==> src/rtl/spi_arbiter_pkg.sv <==
// Shared definitions for the SPI arbiter: FSM state encodings, idle chip-select value,
// and the requester-index-to-chip-select decode.
package spiart_defs;

  typedef enum logic [2:0] {
    S_RESET,
    S_IDLE,
    S_SETUP,
    S_START,
    S_WAIT,
    S_HOLD,
    S_GAP
  } state_e;

  localparam logic [1:0] CS_IDLE = 2'b11;

  function automatic logic [1:0] cs_sel(input logic idx);
    return idx ? 2'b01 : 2'b10;
  endfunction

endpackage

==> src/rtl/spi_arbiter_if.sv <==
// Requester-side and SPI-master-side handshake bundle for the SPI arbiter.
// slave = arbiter view, master = environment (clients plus SPI master) view.
interface spi_arbiter_if;
  logic       req0_start;
  logic       req0_lock;
  logic [7:0] req0_tx;
  logic       req0_busy;
  logic [7:0] req0_rx;
  logic       req1_start;
  logic       req1_lock;
  logic [7:0] req1_tx;
  logic       req1_busy;
  logic [7:0] req1_rx;
  logic       spi_start;
  logic [7:0] spi_tx;
  logic       spi_busy;
  logic [7:0] spi_rx;
  logic [1:0] cs_n;
  logic       owner;

  modport slave (
    input  req0_start, req0_lock, req0_tx, req1_start, req1_lock, req1_tx, spi_busy, spi_rx,
    output req0_busy, req0_rx, req1_busy, req1_rx, spi_start, spi_tx, cs_n, owner
  );

  modport master (
    output req0_start, req0_lock, req0_tx, req1_start, req1_lock, req1_tx, spi_busy, spi_rx,
    input  req0_busy, req0_rx, req1_busy, req1_rx, spi_start, spi_tx, cs_n, owner
  );
endinterface

==> src/rtl/spi_arb_rr.sv <==
// Two-way round-robin picker: on contention the requester that did not own the bus last wins.
// Purely combinational.
module spi_arb_rr
  import spiart_defs::*;
(
  input  logic [1:0] req,
  input  logic       last,
  output logic       gnt_vld,
  output logic       gnt_idx
);

  always_comb begin
    gnt_vld = |req;
    gnt_idx = 1'b0;
    if (req == 2'b11) begin
      gnt_idx = ~last;
    end else if (req[1]) begin
      gnt_idx = 1'b1;
    end
  end

endmodule

==> src/rtl/spi_arbiter.sv <==
// Shares one SPI master between two byte requesters with per-requester chip selects and locking.
// Start reaches spi_start 2 cycles after a grant in S_IDLE; the losing requester waits with busy low.
module spi_arbiter #(
  parameter int unsigned GAP = 2
) (
  input logic          clk,
  input logic          rst,
  spi_arbiter_if.slave bus
);
  import spiart_defs::*;

  localparam logic [3:0] GAP_LD = 4'(GAP);

  state_e     state_q, state_d;
  logic       owner_q, owner_d;
  logic [1:0] cs_n_q, cs_n_d;
  logic       spi_start_q, spi_start_d;
  logic [7:0] spi_tx_q, spi_tx_d;
  logic [1:0] busy_q, busy_d;
  logic [7:0] rx0_q, rx0_d;
  logic [7:0] rx1_q, rx1_d;
  logic [3:0] gap_q, gap_d;

  logic       gnt_vld;
  logic       gnt_idx;
  logic       arb;
  logic       own_start;
  logic       own_lock;
  logic [7:0] own_tx;

  spi_arb_rr u_rr (
    .req     ({bus.req1_start, bus.req0_start}),
    .last    (owner_q),
    .gnt_vld (gnt_vld),
    .gnt_idx (gnt_idx)
  );

  assign own_start = owner_q ? bus.req1_start : bus.req0_start;
  assign own_lock  = owner_q ? bus.req1_lock  : bus.req0_lock;
  assign own_tx    = owner_q ? bus.req1_tx    : bus.req0_tx;

  always_comb begin
    state_d     = state_q;
    owner_d     = owner_q;
    cs_n_d      = cs_n_q;
    spi_start_d = spi_start_q;
    spi_tx_d    = spi_tx_q;
    busy_d      = busy_q;
    rx0_d       = rx0_q;
    rx1_d       = rx1_q;
    gap_d       = gap_q;
    arb         = 1'b0;

    case (state_q)
      S_RESET: begin
        if (!bus.spi_busy) state_d = S_IDLE;
      end
      S_IDLE: begin
        arb = 1'b1;
      end
      S_SETUP: begin
        spi_start_d = 1'b1;
        state_d     = S_START;
      end
      S_START: begin
        if (bus.spi_busy) begin
          spi_start_d = 1'b0;
          state_d     = S_WAIT;
        end
      end
      S_WAIT: begin
        if (!bus.spi_busy) begin
          busy_d[owner_q] = 1'b0;
          if (owner_q) rx1_d = bus.spi_rx;
          else         rx0_d = bus.spi_rx;
          if (own_lock) begin
            state_d = S_HOLD;
          end else begin
            cs_n_d  = CS_IDLE;
            gap_d   = GAP_LD;
            state_d = S_GAP;
          end
        end
      end
      S_HOLD: begin
        if (own_start) begin
          spi_tx_d        = own_tx;
          busy_d[owner_q] = 1'b1;
          spi_start_d     = 1'b1;
          state_d         = S_START;
        end else if (!own_lock) begin
          cs_n_d  = CS_IDLE;
          gap_d   = GAP_LD;
          state_d = S_GAP;
        end
      end
      S_GAP: begin
        // Arbitrate in the last gap cycle so CS stays high for exactly GAP cycles.
        if (gap_q <= 4'd1) begin
          state_d = S_IDLE;
          arb     = 1'b1;
        end else begin
          gap_d = gap_q - 4'd1;
        end
      end
      default: state_d = S_RESET;
    endcase

    if (arb && gnt_vld) begin
      owner_d         = gnt_idx;
      cs_n_d          = cs_sel(gnt_idx);
      busy_d[gnt_idx] = 1'b1;
      spi_tx_d        = gnt_idx ? bus.req1_tx : bus.req0_tx;
      state_d         = S_SETUP;
    end
  end

  always_ff @(posedge clk or posedge rst) begin
    if (rst) begin
      state_q     <= S_RESET;
      owner_q     <= 1'b1;
      cs_n_q      <= CS_IDLE;
      spi_start_q <= 1'b0;
      spi_tx_q    <= 8'h00;
      busy_q      <= 2'b00;
      rx0_q       <= 8'h00;
      rx1_q       <= 8'h00;
      gap_q       <= 4'd0;
    end else begin
      state_q     <= state_d;
      owner_q     <= owner_d;
      cs_n_q      <= cs_n_d;
      spi_start_q <= spi_start_d;
      spi_tx_q    <= spi_tx_d;
      busy_q      <= busy_d;
      rx0_q       <= rx0_d;
      rx1_q       <= rx1_d;
      gap_q       <= gap_d;
    end
  end

  assign bus.req0_busy = busy_q[0];
  assign bus.req1_busy = busy_q[1];
  assign bus.req0_rx   = rx0_q;
  assign bus.req1_rx   = rx1_q;
  assign bus.spi_start = spi_start_q;
  assign bus.spi_tx    = spi_tx_q;
  assign bus.cs_n      = cs_n_q;
  assign bus.owner     = owner_q;

endmodule

==> src/flat_wrapper.sv <==
// flat-port wrapper written by rule: the top's interface ports become plain ports
module spi_arbiter_flat import spiart_defs::*;
#(
  parameter int unsigned GAP = 2
)
  (clk, rst, bus_req0_start, bus_req0_lock, bus_req0_tx, bus_req1_start, bus_req1_lock, bus_req1_tx, bus_spi_busy, bus_spi_rx, bus_req0_busy, bus_req0_rx, bus_req1_busy, bus_req1_rx, bus_spi_start, bus_spi_tx, bus_cs_n, bus_owner);
  spi_arbiter_if bus_i ();
  input logic clk;
  input logic rst;
  input wire logic [$bits(bus_i.req0_start)-1:0] bus_req0_start;
  input wire logic [$bits(bus_i.req0_lock)-1:0] bus_req0_lock;
  input wire logic [$bits(bus_i.req0_tx)-1:0] bus_req0_tx;
  input wire logic [$bits(bus_i.req1_start)-1:0] bus_req1_start;
  input wire logic [$bits(bus_i.req1_lock)-1:0] bus_req1_lock;
  input wire logic [$bits(bus_i.req1_tx)-1:0] bus_req1_tx;
  input wire logic [$bits(bus_i.spi_busy)-1:0] bus_spi_busy;
  input wire logic [$bits(bus_i.spi_rx)-1:0] bus_spi_rx;
  output wire logic [$bits(bus_i.req0_busy)-1:0] bus_req0_busy;
  output wire logic [$bits(bus_i.req0_rx)-1:0] bus_req0_rx;
  output wire logic [$bits(bus_i.req1_busy)-1:0] bus_req1_busy;
  output wire logic [$bits(bus_i.req1_rx)-1:0] bus_req1_rx;
  output wire logic [$bits(bus_i.spi_start)-1:0] bus_spi_start;
  output wire logic [$bits(bus_i.spi_tx)-1:0] bus_spi_tx;
  output wire logic [$bits(bus_i.cs_n)-1:0] bus_cs_n;
  output wire logic [$bits(bus_i.owner)-1:0] bus_owner;
  assign bus_i.req0_start = bus_req0_start;
  assign bus_i.req0_lock = bus_req0_lock;
  assign bus_i.req0_tx = bus_req0_tx;
  assign bus_i.req1_start = bus_req1_start;
  assign bus_i.req1_lock = bus_req1_lock;
  assign bus_i.req1_tx = bus_req1_tx;
  assign bus_i.spi_busy = bus_spi_busy;
  assign bus_i.spi_rx = bus_spi_rx;
  assign bus_req0_busy = bus_i.req0_busy;
  assign bus_req0_rx = bus_i.req0_rx;
  assign bus_req1_busy = bus_i.req1_busy;
  assign bus_req1_rx = bus_i.req1_rx;
  assign bus_spi_start = bus_i.spi_start;
  assign bus_spi_tx = bus_i.spi_tx;
  assign bus_cs_n = bus_i.cs_n;
  assign bus_owner = bus_i.owner;
  spi_arbiter #(.GAP(GAP)) u_core (.clk(clk), .rst(rst), .bus(bus_i));
endmodule
==> config.mk <==
export PLATFORM = sky130hd
export DESIGN_NAME = spi_arbiter_flat
export DESIGN_NICKNAME = d
export VERILOG_FILES = /design/src/rtl/spi_arbiter_pkg.sv /design/src/rtl/spi_arbiter_if.sv /design/src/rtl/spi_arb_rr.sv /design/src/rtl/spi_arbiter.sv /design/src/flat_wrapper.sv
export SDC_FILE = /design/constraint.sdc
export NUM_CORES = 1
export LEC_CHECK = 0
export CORE_UTILIZATION = 43
export CTS_CLUSTER_SIZE = 24
export DETAILED_ROUTE_END_ITERATION = 8
export GPL_ROUTABILITY_DRIVEN = 1
export PLACE_DENSITY = 0.76
export SETUP_SLACK_MARGIN = 0.15
export SLEW_MARGIN = 20
export SYNTH_ARGS = -nofsm -noshare
export SYNTH_HDL_FRONTEND = slang
export SYNTH_SLANG_ARGS = --single-unit
export TNS_END_PERCENT = 10
==> constraint.sdc <==
create_clock -name clk -period 2.1 [get_ports clk]
set_clock_uncertainty 0.2 [all_clocks]
set_input_delay 0.42 -clock clk [delete_from_list [all_inputs] [get_ports clk]]
set_output_delay 0.42 -clock clk [all_outputs]
set_load 0.01 [all_outputs]
==> implementation parameters, run 1 <==
Parameter                              Value

STA
  Remaining max-slew budget at the tightest pin    76.7%
  Max Transition Viols Final    0
  Setup repair after global routing missed its margin    yes
  Slew at the pin with the worst max-slew slack    350 ps
  Max Clk Rate    492 MHz
  Setup Total Neg Slack    0 ps
  Worst Setup Slack, final    68.5 ps
  Final Setup Violations    0
  Period Utilization, post-route    between 90% and 100%
  Hold Fails Final Rpt    0
  Fin crit period    between 2000 and 2500 ps

Run status
  Result of the run    finished, final reports clean

Yosys
  Unique cell type count in the Yosys netlist    55
  Number of warnings printed during yosys synthesis    0
  Arithmetic-cell share of the synthesized area counting full adders, half adders and majority gates    1.17%
  Top_reg_cell synth    sky130_fd_sc_hd__dfrtp_1
  Syn avg cell area    11.1 um2
  Syn Inst Count    193
  Synth Net Count    226
  Sequential cell area fraction in the yosys report    43.5%
  Area share of xor/xnor cells in the synthesized design    0%
  Synthesized-area fraction occupied by and/or/nand/nor cells    11.8%
  Largest family of logic cells by synthesized area    compound AO/OA/AOI/OAI gates
  Number of enable-type register cells in the synthesized netlist    0
  Proportion of register bits with asynchronous set or reset after synthesis    100%
  Share of synthesized area spent on multiplexers    approximately 15%
  Complex-gate fraction of the synthesized area    22.7%
  Number of synthesized register bits    37
  Area of the mapped netlist    0.00214 mm2

Setup path
  Library cell contributing the largest single delay on the critical path    sky130_fd_sc_hd__or4_4
  Sort of element at the end of the critical path    flop
  Reg-to-Reg End    u_core.bus.req1_rx[1]
  Sequence of cells on the critical path    buf_4 -> inv_2 -> or4_4 -> mux2_4
  Crit start category    flop
  CP peak stage delay    roughly 630 ps
  Launch instance of the worst register-to-register path    u_core.bus.owner
  First element of the critical path    u_core.bus.owner
  Required @ worst endpoint    2080 ps
  Setup slack on the worst flop-to-flop path    70 ps
  Crit-path max FO    9
  Worst EP arrival    2010 ps
  Critical path class    reg -> reg
  Length in cells of the worst reg-to-reg path    4

Route
  Wire length per cell    16.0 um
  Total wire length after detailed routing    5.50 mm
  Vias post-DR    between 1,500 and 2,000
  Via count normalized by instance count    5.52
  Count of TritonRoute iterations in the first routing pass    4
  Remaining number of nets flagged by the antenna check after routing    0
  DRT iter0 DRCs    approximately 130
  Residual DRC    0

Placement
  Sum of net half-perimeters after detailed placement    3.95 mm
  Port bufs    60
  Final RePlAce weighted congestion    0.846
  Placement Setup Slack    -75.6 ps

Finish
  Antenna diode instance count    0
  Area of the multi-input gates    0.00114 mm2
  Share of layout cells above drive strength 1    26.0%
  Area added between synthesis and finish    47.5%
  Final Net Count    309
  Footprint of the flip-flops and latches    930 um2
  Final core occ    66.2%
  Count of fill cells added during filler insertion    around 380

Floorplan
  I/O pin cnt    61
  Die area    0.00525 mm2
  Placeable core region    0.00475 mm2
  Cell row count    25
  Die span in y    between 70 and 80 um
  Chip width    72.5 um
  Initial Utilization    44.9%

Power
  Largest vdd supply drop    slightly below 0.8 mV
  Portion of total power attributed to the clock network    15.0%
  Cell area power density    ~1400 mW/mm2
  Share of total power consumed by net switching    35.7%
  Combinational share of power    54.9%
  Internal power summed over all cells    around 2.8 mW
  Static Leak    1.39 nW
  Net Sw Power    1.57 mW
  Share of power burned in registers    30.1%

Global routing
  Wire length of the first global-routing pass    8.97 mm
  Total global routing track utilization    between 20 and 25%
  Maximum number of pins on one net before global-route repair    38
  Initial antenna violation count    0
  Number of global-route vias before repair    1,933
  Sum of overflow across all layers after global routing    0

Run
  Max-cap check violation count    0

Clocking
  CTS tree    done
  Clock slew seen by the registers of the worst setup and hold paths    80 ps
  Hold Buf Count CTS    0
  CTS buffer count    5
  CTS H-tree depth    2
  Buffers from clock root to sink, at most    2
  Worst skew pair latency    about 300 ps
  Number of sinks on the clock net    37
  Library cell used as clock root buffer    sky130_fd_sc_hd__clkbuf_8

Hold path
  Hold Crit Class    in -> async
what timing repair did:
| item | CTS | global route |
|---|---|---|
| resized for setup | 10 | 4 |
| endpoints found under the setup margin | 22 | 26 |
| buffers inserted | 3 | 0 |
| pin swaps | 3 | 2 |
per-layer routing:
| layer | global-route usage, % | vias to the layer above | part of all wire, % |
|---|---|---|---|
| met5 | 0 | - | 0 |
| li1 | - | 902 | - |
| met2 | 36.0 | 72 | 48 |
| met3 | 4.44 | 7 | 5.0 |
| met4 | 10.2 | 0 | 1.4 |
| met1 | 29.1 | 917 | 46 |
cell usage in the layout (no fill, tap or decap), types with 8 or more instances in the layout:
cell                              count
sky130_fd_sc_hd__o22a_1               8
sky130_fd_sc_hd__dfrtp_1             34
sky130_fd_sc_hd__mux2_4              10
sky130_fd_sc_hd__a22oi_1              8
sky130_fd_sc_hd__nor2_1              15
sky130_fd_sc_hd__buf_4               29
sky130_fd_sc_hd__a32oi_1              9
sky130_fd_sc_hd__clkdlybuf4s50_1     58
sky130_fd_sc_hd__a21oi_1              8
sky130_fd_sc_hd__mux2i_1              9
power by group through the flow:
stage / sequential, mW / clock (mW) / combinational (mW)
after floorplan: 1.39 / 0 / 1.21
after global placement: 1.33 / 0 / 2.25
after detailed placement: 1.34 / 0 / 2.28
after CTS: 1.32 / 0.671 / 2.39
after global routing: 1.38 / 0.700 / 2.58
final: 1.32 / 0.659 / 2.41
state kept, by name, summed over array words and instances (netlist names):
signal                cells
u_core.bus.cs_n           2
u_core.bus.owner          1
u_core.bus.req0_rx        8
u_core.bus.req1_rx        8
u_core.bus.spi_start      1
u_core.bus.spi_tx         8
u_core.busy_q             2
u_core.gap_q              4
u_core.state_q            3
per-stage QoR:
stage / cells / power [mW] / area [um2] / hold WS [ps]
6_report: 344 / 4.39 / 3150 / 269
5_1_grt: 344 / 4.65 / 3150 / 297
4_1_cts: 344 / 4.38 / 3120 / 277
3_5_place_dp: 333 / 3.62 / 2960 / 279
3_3_place_gp: 333 / 3.59 / 2960 / 268
2_1_floorplan: 193 / 2.61 / 2140 / 288
layout make-up:
cell class,instances,area share (%)
multi-input cells,134,36.2
clock buffers,6,2.62
repair buffers,91,27.0
inverters,7,0.834
well taps,67,2.66
flip-flops and latches,37,29.5
clock inverters,2,1.19
critical path: cells and delay by family, from the launching register on:
kind                   cells  cell delay [ps]
AND/OR/NAND/NOR            1              630
multiplexers               1              330
buffers and inverters      2              200
flip-flops                 1              550
logic make-up (layout without fill, tap and decap cells):
group / count (synthesis) / after routing
fa+ha+maj: 2 / 2
compound gates: 60 / 60
flops: 37 / 37
buf+inv: 22 / 106
mux: 27 / 27
simple gates: 45 / 45
cell usage after synthesis (all sizes together) (2+ instances only):
| cell type | instances | area share (%) |
|---|---|---|
| a21o | 2 | 1.1 |
| a22oi | 8 | 2.8 |
| nor2 | 16 | 2.8 |
| dfrtp | 34 | 40 |
| o21ai | 5 | 1.2 |
| dfstp | 3 | 3.7 |
| and3 | 2 | 0.59 |
| inv | 7 | 1.2 |
| a311o | 2 | 0.94 |
| o22a | 8 | 3.3 |
| a211o | 2 | 0.82 |
| ha | 2 | 1.2 |
| a21oi | 8 | 1.9 |
| or2 | 2 | 0.59 |
| nor3 | 5 | 1.2 |
| nor4 | 3 | 1.9 |
| clkbuf | 8 | 1.4 |
| mux2 | 18 | 11 |
| a221oi | 2 | 1.1 |
| buf | 7 | 2.7 |
| mux2i | 9 | 4.2 |
| a32oi | 10 | 4.5 |
| nand2b | 4 | 1.2 |
| a31oi | 3 | 0.88 |
| nand2 | 6 | 1.1 |
worst max-delay path by stage:
stage | slack, ps | endpoint
2_1_floorplan | 70 | u_core.bus.spi_tx[0]
3_3_place_gp | -40 | u_core.bus.req1_rx[7]
3_5_place_dp | -80 | u_core.gap_q[0]
4_1_cts | 80 | u_core.gap_q[0]
5_1_grt | 50 | u_core.bus.req1_rx[1]
6_report | 70 | u_core.bus.req1_rx[1]
Power figures use the tool's default switching activity.
==> run 2: changes to the inputs <==
--- a/config.mk
+++ b/config.mk
@@ -9,6 +9,7 @@
 export CTS_CLUSTER_SIZE = 24
 export DETAILED_ROUTE_END_ITERATION = 8
 export GPL_ROUTABILITY_DRIVEN = 1
+export GPL_TIMING_DRIVEN = 0
 export PLACE_DENSITY = 0.76
 export SETUP_SLACK_MARGIN = 0.15
 export SLEW_MARGIN = 20
==> constraint.sdc (replaced) <==
create_clock -name clk -period 1.8 [get_ports clk]
set_clock_uncertainty 0.2 [all_clocks]
set_input_delay 0.36 -clock clk [delete_from_list [all_inputs] [get_ports clk]]
set_output_delay 0.36 -clock clk [all_outputs]
set_load 0.01 [all_outputs]
==> run 2 against run 1 <==
- critical path depth grew 3
- worst hold slack lost 170 ps
- core utilization grew 0.58 points
- first-iteration DRC count grew 48%
- the flow now finishes with violations (setup timing)
- global-route usage grew 1.6 points
- routed wire length grew 9.2%
- cell count grew 0.58%
- setup slack lost 350 ps
- largest power group unchanged
- count of clock-buffer cells in the layout shrank 1
- via count grew 3.0%
- clock power shrank 11%
==> implementation parameters, run 2 (synthesized netlist as in run 1, its figures left out) <==
Parameter                              Value

Run status
  Result of the run    complete, but fails checks
  Violated checks    setup timing

Route
  Via count normalized by instance count    5.65 (+2.4%)
  Total wire length after detailed routing    6.01 mm (+9.2%)
  Wire length per cell    17.4 um (+8.5%)
  Remaining number of nets flagged by the antenna check after routing    0 (unchanged)
  Vias post-DR    1,954 (+3.0%)
  Count of TritonRoute iterations in the first routing pass    4 (unchanged)
  DRT iter0 DRCs    194 (+48%)
  Residual DRC    0 (unchanged)

Placement
  Port bufs    59 (-1.7%)
  Sum of net half-perimeters after detailed placement    3.94 mm (-0.31%)
  Area post-placement    0.00284 mm2 (-4.2%)
  Final RePlAce weighted congestion    0.835 (-1.3%)
  Placement Setup Slack    -536 ps (-460 ps)

Setup path
  Required @ worst endpoint    1780 ps (-300 ps)
  Crit start category    flop
  Sort of element at the end of the critical path    flop
  Reg-to-Reg End    u_core.bus.spi_tx[4]
  Crit-path max FO    8 (-1)
  Setup slack on the worst flop-to-flop path    -280 ps (-350 ps)
  Critical path class    reg -> reg
  Launch instance of the worst register-to-register path    u_core.gap_q[1]
  Worst EP arrival    2060 ps (+50 ps)
  Length in cells of the worst reg-to-reg path    7 (+3)

STA
  Hold Fails Final Rpt    0 (unchanged)
  Max Transition Viols Final    0 (unchanged)
  Remaining max-slew budget at the tightest pin    57.2% (-19 points)
  Fin crit period    2080 ps (+49.7 ps)
  Setup repair after global routing missed its margin    yes
  Period Utilization, post-route    116% (+19 points)
  Worst Setup Slack, final    -281 ps (-350 ps)
  Max Clk Rate    480 MHz (-2.4%)
  Slew at the pin with the worst max-slew slack    637 ps (+287 ps)
  WHS    95.1 ps (-173 ps)
  Setup Total Neg Slack    -6430 ps (-6430 ps)
  Final Setup Violations    35 (+35)

Clocking
  CTS buffer count    5 (unchanged)
  Worst skew pair latency    300 ps (about the same)
  Number of sinks on the clock net    37 (unchanged)
  Buffers from clock root to sink, at most    2 (unchanged)
  Hold Buf Count CTS    0 (unchanged)
  Library cell used as clock root buffer    sky130_fd_sc_hd__clkbuf_8
  Clock slew seen by the registers of the worst setup and hold paths    80 ps (about the same)
  CTS H-tree depth    2 (unchanged)
  CTS tree    done

Floorplan
  Placeable core region    0.00475 mm2 (unchanged)
  Chip width    72.5 um (unchanged)
  Die area    0.00525 mm2 (unchanged)
  Cell row count    25 (unchanged)
  Initial Utilization    44.9% (unchanged)
  Die span in y    72.5 um (unchanged)
  I/O pin cnt    61 (unchanged)

Finish
  Share of layout cells above drive strength 1    30.5% (+4.5 points)
  Antenna diode instance count    0 (unchanged)
  Final Net Count    311 (+0.65%)
  Most common cell after layout, fill and taps aside    sky130_fd_sc_hd__dfrtp_1
  Area added between synthesis and finish    48.7%
  Fin area    0.00318 mm2 (+0.87%)
  Commonest cells after routing, fill and taps aside    sky130_fd_sc_hd__dfrtp_1, sky130_fd_sc_hd__clkdlybuf4s50_1, sky130_fd_sc_hd__dlygate4sd2_1

Hold path
  Hold Crit Class    in -> async

Global routing
  Maximum number of pins on one net before global-route repair    30 (-21%)
  Total global routing track utilization    24.0% (+1.6 points)
  Wire length of the first global-routing pass    9.43 mm (+5.2%)
  Number of global-route vias before repair    1,904 (-1.5%)
  Sum of overflow across all layers after global routing    0 (unchanged)
  Initial antenna violation count    0 (unchanged)

Power
  Largest vdd supply drop    0.925 mV (+16%)
  Static Leak    1.43 nW (+2.9%)
  Cell area power density    1610 mW/mm2 (+15%)
  Final Total Pwr    5.11 mW (+16%)

Run
  Max-cap check violation count    0 (unchanged)
==> run 2: cell types whose count changed in the layout (fill, tap and decap cells not counted), sizes merged <==
cell           change
clkbuf             +8
dlygate4sd2       +27
bufinv             -1
clkdlybuf4s50     -29
dlymetal6s2s       -1
clkinv             +2
buf                -4
==> run 2: power by group <==
group          switching (mW)  internal, mW
registers               0.240          1.25
logic                    1.45          1.59
clock network           0.319         0.267
total                    2.01          3.11
==> run 2: stage by stage <==
stage,utilization [%],std cells
floorplan,-,193
global placement,59.2,319
detailed placement,59.6,320
CTS,65.7,343
global route,66.8,346
finish,66.8,346
==> run 2: final cells by class <==
cell class,instances,area (um2)
clock inverter,3,17.5
multi-input combinational,134,1210
sequential,37,931
clock buffer,5,68.8
tap,67,83.8
inverter,7,26.3
timing repair buffer,78,737
fill,386,1580
buffer,15,106
==> run 2: worst max-delay path, stage by stage (launching register included) <==
cell                      delay, ps
sky130_fd_sc_hd__dfrtp_1        370
sky130_fd_sc_hd__inv_2           70
sky130_fd_sc_hd__ha_2           160
sky130_fd_sc_hd__or2_0          210
sky130_fd_sc_hd__buf_4          160
sky130_fd_sc_hd__a32o_2         330
sky130_fd_sc_hd__a21o_4         260
sky130_fd_sc_hd__o22a_1         200
==> run 2: repair_timing <==
item                       in CTS  in global routing
cloned                          1                  0
gates resized for setup        62                 15
setup endpoints to repair      67                 40
setup buffers                  14                  3
pin swaps                      19                  6
==> run 2: metal layers <==
| metal | global-route usage (%) | wire [um] | vias to the layer above |
|---|---|---|---|
| li1 | - | - | 912 |
| met1 | 30.1 | 2520 | 961 |
| met2 | 40.1 | 3060 | 75 |
| met3 | 6.53 | 352 | 6 |
| met4 | 8.28 | 71 | 0 |
| met5 | 0 | 0 | - |
==> run 2: worst max path at each step <==
stage	slack [ps]	cells past startpoint	from	to
final	-280	7	u_core.gap_q[1]	u_core.bus.spi_tx[4]
after global placement	-520	6	bus_req1_start	u_core.bus.spi_tx[2]
after detailed placement	-540	6	bus_req1_start	u_core.bus.spi_tx[5]
after CTS	-270	6	u_core.gap_q[0]	u_core.bus.spi_tx[5]
after global routing	-330	7	u_core.gap_q[1]	u_core.bus.spi_tx[5]
after floorplan	-230	6	u_core.bus.owner	u_core.bus.spi_tx[0]
==> run 3: changes to the inputs <==
--- a/config.mk
+++ b/config.mk
@@ -10,7 +10,8 @@
 export DETAILED_ROUTE_END_ITERATION = 8
 export GPL_ROUTABILITY_DRIVEN = 1
 export GPL_TIMING_DRIVEN = 0
-export PLACE_DENSITY = 0.76
+export PLACE_DENSITY = 0.73
+export RECOVER_POWER = 100
 export SETUP_SLACK_MARGIN = 0.15
 export SLEW_MARGIN = 20
 export SYNTH_ARGS = -nofsm -noshare
==> run 3 against run 2 <==
- the run still ends with setup timing left
- final area fell by 2.4%
- first-iteration DRC count down 25%
- register-to-register slack got worse by 30 ps
- setup slack worse by 34 ps
- via count fell by 2.6%
- largest power group unchanged
==> implementation parameters, run 3 (synthesized netlist as in run 1, its figures left out) <==
Parameter                              Value

Floorplan
  Die span in y    72.5 um (unchanged)
  Die area    0.00525 mm2 (unchanged)
  Cell row count    25 (unchanged)
  I/O pin cnt    61 (unchanged)
  Placeable core region    0.00475 mm2 (unchanged)
  Chip width    72.5 um (unchanged)
  Initial Utilization    44.9% (unchanged)

Setup path
  Worst EP arrival    2090 ps (+30 ps)
  Crit start category    flop
  Library cell contributing the largest single delay on the critical path    sky130_fd_sc_hd__dfrtp_1
  CP peak stage delay    400 ps (+30 ps)
  Sequence of cells on the critical path    inv_2 -> ha_4 -> or2_4 -> buf_6 -> a32o_2 -> a21o_4 -> o22a_1
  Number of buffer and inverter instances along the worst setup path    2 (unchanged)
  Crit-path max FO    8 (unchanged)
  Sort of element at the end of the critical path    flop
  Critical path class    reg -> reg
  Required @ worst endpoint    1770 ps (about the same)
  Dominant delay contributor by cell family on the critical path    compound AO/OA/AOI/OAI gates

Route
  Total wire length after detailed routing    5.67 mm (-5.5%)
  Count of TritonRoute iterations in the first routing pass    4 (unchanged)
  Wire length per cell    16.6 um (-4.2%)
  Via count normalized by instance count    5.58 (-1.1%)
  Vias post-DR    1,904 (-2.6%)
  Residual DRC    0 (unchanged)
  DRT iter0 DRCs    145 (-25%)
  Remaining number of nets flagged by the antenna check after routing    0 (unchanged)

Clocking
  CTS H-tree depth    2 (unchanged)
  Buffers from clock root to sink, at most    2 (unchanged)
  Hold Buf Count CTS    0 (unchanged)
  Library cell used as clock root buffer    sky130_fd_sc_hd__clkbuf_8
  CTS buffer count    5 (unchanged)
  CTS tree    done
  Clock slew seen by the registers of the worst setup and hold paths    80 ps (about the same)
  Number of sinks on the clock net    37 (unchanged)
  Worst skew pair latency    300 ps (about the same)

Finish
  Area of the multi-input gates    0.00119 mm2 (-1.7%)
  Footprint of the flip-flops and latches    931 um2 (unchanged)
  Area added between synthesis and finish    45.2%
  Final Net Count    306 (-1.6%)
  Most common cell after layout, fill and taps aside    sky130_fd_sc_hd__dfrtp_1
  Share of layout cells above drive strength 1    27.0% (-3.5 points)
  Commonest cells after routing, fill and taps aside    sky130_fd_sc_hd__dfrtp_1, sky130_fd_sc_hd__clkdlybuf4s50_1, sky130_fd_sc_hd__dlygate4sd2_1
  Antenna diode instance count    0 (unchanged)
  Count of fill cells added during filler insertion    400 (+3.6%)

Placement
  Sum of net half-perimeters after detailed placement    3.83 mm (-2.8%)
  Final RePlAce weighted congestion    0.802 (-3.9%)
  Port bufs    59 (unchanged)

STA
  Fin crit period    2120 ps (+34.5 ps)
  Worst Setup Slack, final    -316 ps (-34.5 ps)
  Remaining max-slew budget at the tightest pin    54.5% (-2.7 points)
  Max Transition Viols Final    0 (unchanged)
  Setup Total Neg Slack    -7020 ps (-583 ps)
  Slew at the pin with the worst max-slew slack    678 ps (+40.7 ps)
  Setup repair after global routing missed its margin    yes
  Period Utilization, post-route    118% (+1.9 points)
  Hold Fails Final Rpt    0 (unchanged)
  Final Setup Violations    35 (unchanged)
  Max Clk Rate    473 MHz (-1.6%)

Global routing
  Sum of overflow across all layers after global routing    0 (unchanged)
  Initial antenna violation count    0 (unchanged)
  Wire length of the first global-routing pass    9.07 mm (-3.8%)
  Maximum number of pins on one net before global-route repair    29 (-3.3%)
  Total global routing track utilization    22.8% (-1.2 points)
  Number of global-route vias before repair    1,889 (-0.79%)

Power
  Largest vdd supply drop    0.953 mV (+3.1%)
  Cell area power density    1590 mW/mm2 (-0.86%)
  Static Leak    1.39 nW (-2.5%)
  Final Total Pwr    4.95 mW (-3.2%)

Hold path
  Hold Crit Class    in -> async

Run
  Max-cap check violation count    0 (unchanged)

Run status
  Result of the run    complete, but fails checks
  Violated checks    setup timing
[run 3: cell types whose count changed in the layout (fill, tap and decap cells not counted), moves of 2 or more]
cell	before	now
sky130_fd_sc_hd__buf_4	15	10
sky130_fd_sc_hd__buf_12	3	1
sky130_fd_sc_hd__buf_6	5	7
sky130_fd_sc_hd__clkbuf_1	5	7
sky130_fd_sc_hd__clkinv_2	2	0
sky130_fd_sc_hd__o21ai_2	2	0
[run 3: worst paths after layout]
kind	startpoint	endpoint	slack, ps	cells after the start
worst max-delay path	u_core.gap_q[0]	u_core.bus.spi_tx[5]	-320	7
worst min-delay path	rst	u_core.bus.req0_rx[7]	270	2
worst max register to register	u_core.gap_q[0]	u_core.bus.spi_tx[5]	-320	7
worst min register to register	u_core.bus.req0_rx[0]	u_core.bus.req0_rx[0]	290	1
max in group asynchronous	rst	u_core.bus.owner	330	3
min in group clk	u_core.bus.req0_rx[0]	u_core.bus.req0_rx[0]	290	1
[run 3: routing by layer]
| layer | GRT usage [%] | up-vias | wire length (um) |
|---|---|---|---|
| met4 | 5.66 | 0 | 57 |
| li1 | - | 895 | - |
| met2 | 37.5 | 61 | 2800 |
| met5 | 0 | - | 0 |
| met3 | 6.67 | 11 | 306 |
| met1 | 29.7 | 937 | 2510 |
[run 3: timing repair]
| item | in CTS | in global routing |
|---|---|---|
| resized for setup | 58 | 16 |
| gates cloned | 1 | 0 |
| pin swaps | 11 | 10 |
| setup endpoints to repair | 67 | 40 |
| buffers inserted | 10 | 2 |
[run 3: cell type report]
| type | instances | area share, % |
|---|---|---|
| buffer | 15 | 3.43 |
| clock buffer | 7 | 2.78 |
| clock inverter | 1 | 0.242 |
| inverter | 7 | 0.847 |
| multi-input combinational | 134 | 38.3 |
| sequential | 37 | 30.0 |
| tap | 67 | 2.70 |
| timing repair buffer | 73 | 21.7 |
[run 3: worst register-to-register path: cells and delay by family, from the launching register on]
kind            cells  cell delay [ps]
compound gates      3              800
fa+ha+maj           1              150
buf+inv             2              190
flops               1              400
simple gates        1              240
[run 3: power by group]
group / internal [mW] / switching [mW]
logic: 1.48 / 1.37
registers: 1.25 / 0.234
clock network: 0.311 / 0.297
total: 3.04 / 1.90
[run 3: through the flow]
stage	setup WS, ps	cell area (um2)	cells	util (%)	hold WS [ps]
final	-316	3100	341	65.2	274
after global routing	-373	3100	341	65.2	304
after CTS	-279	3090	339	65.0	108
after detailed placement	-527	2840	320	59.6	276
after global placement	-515	2820	319	59.2	268
after floorplan	-235	2140	193	-	288
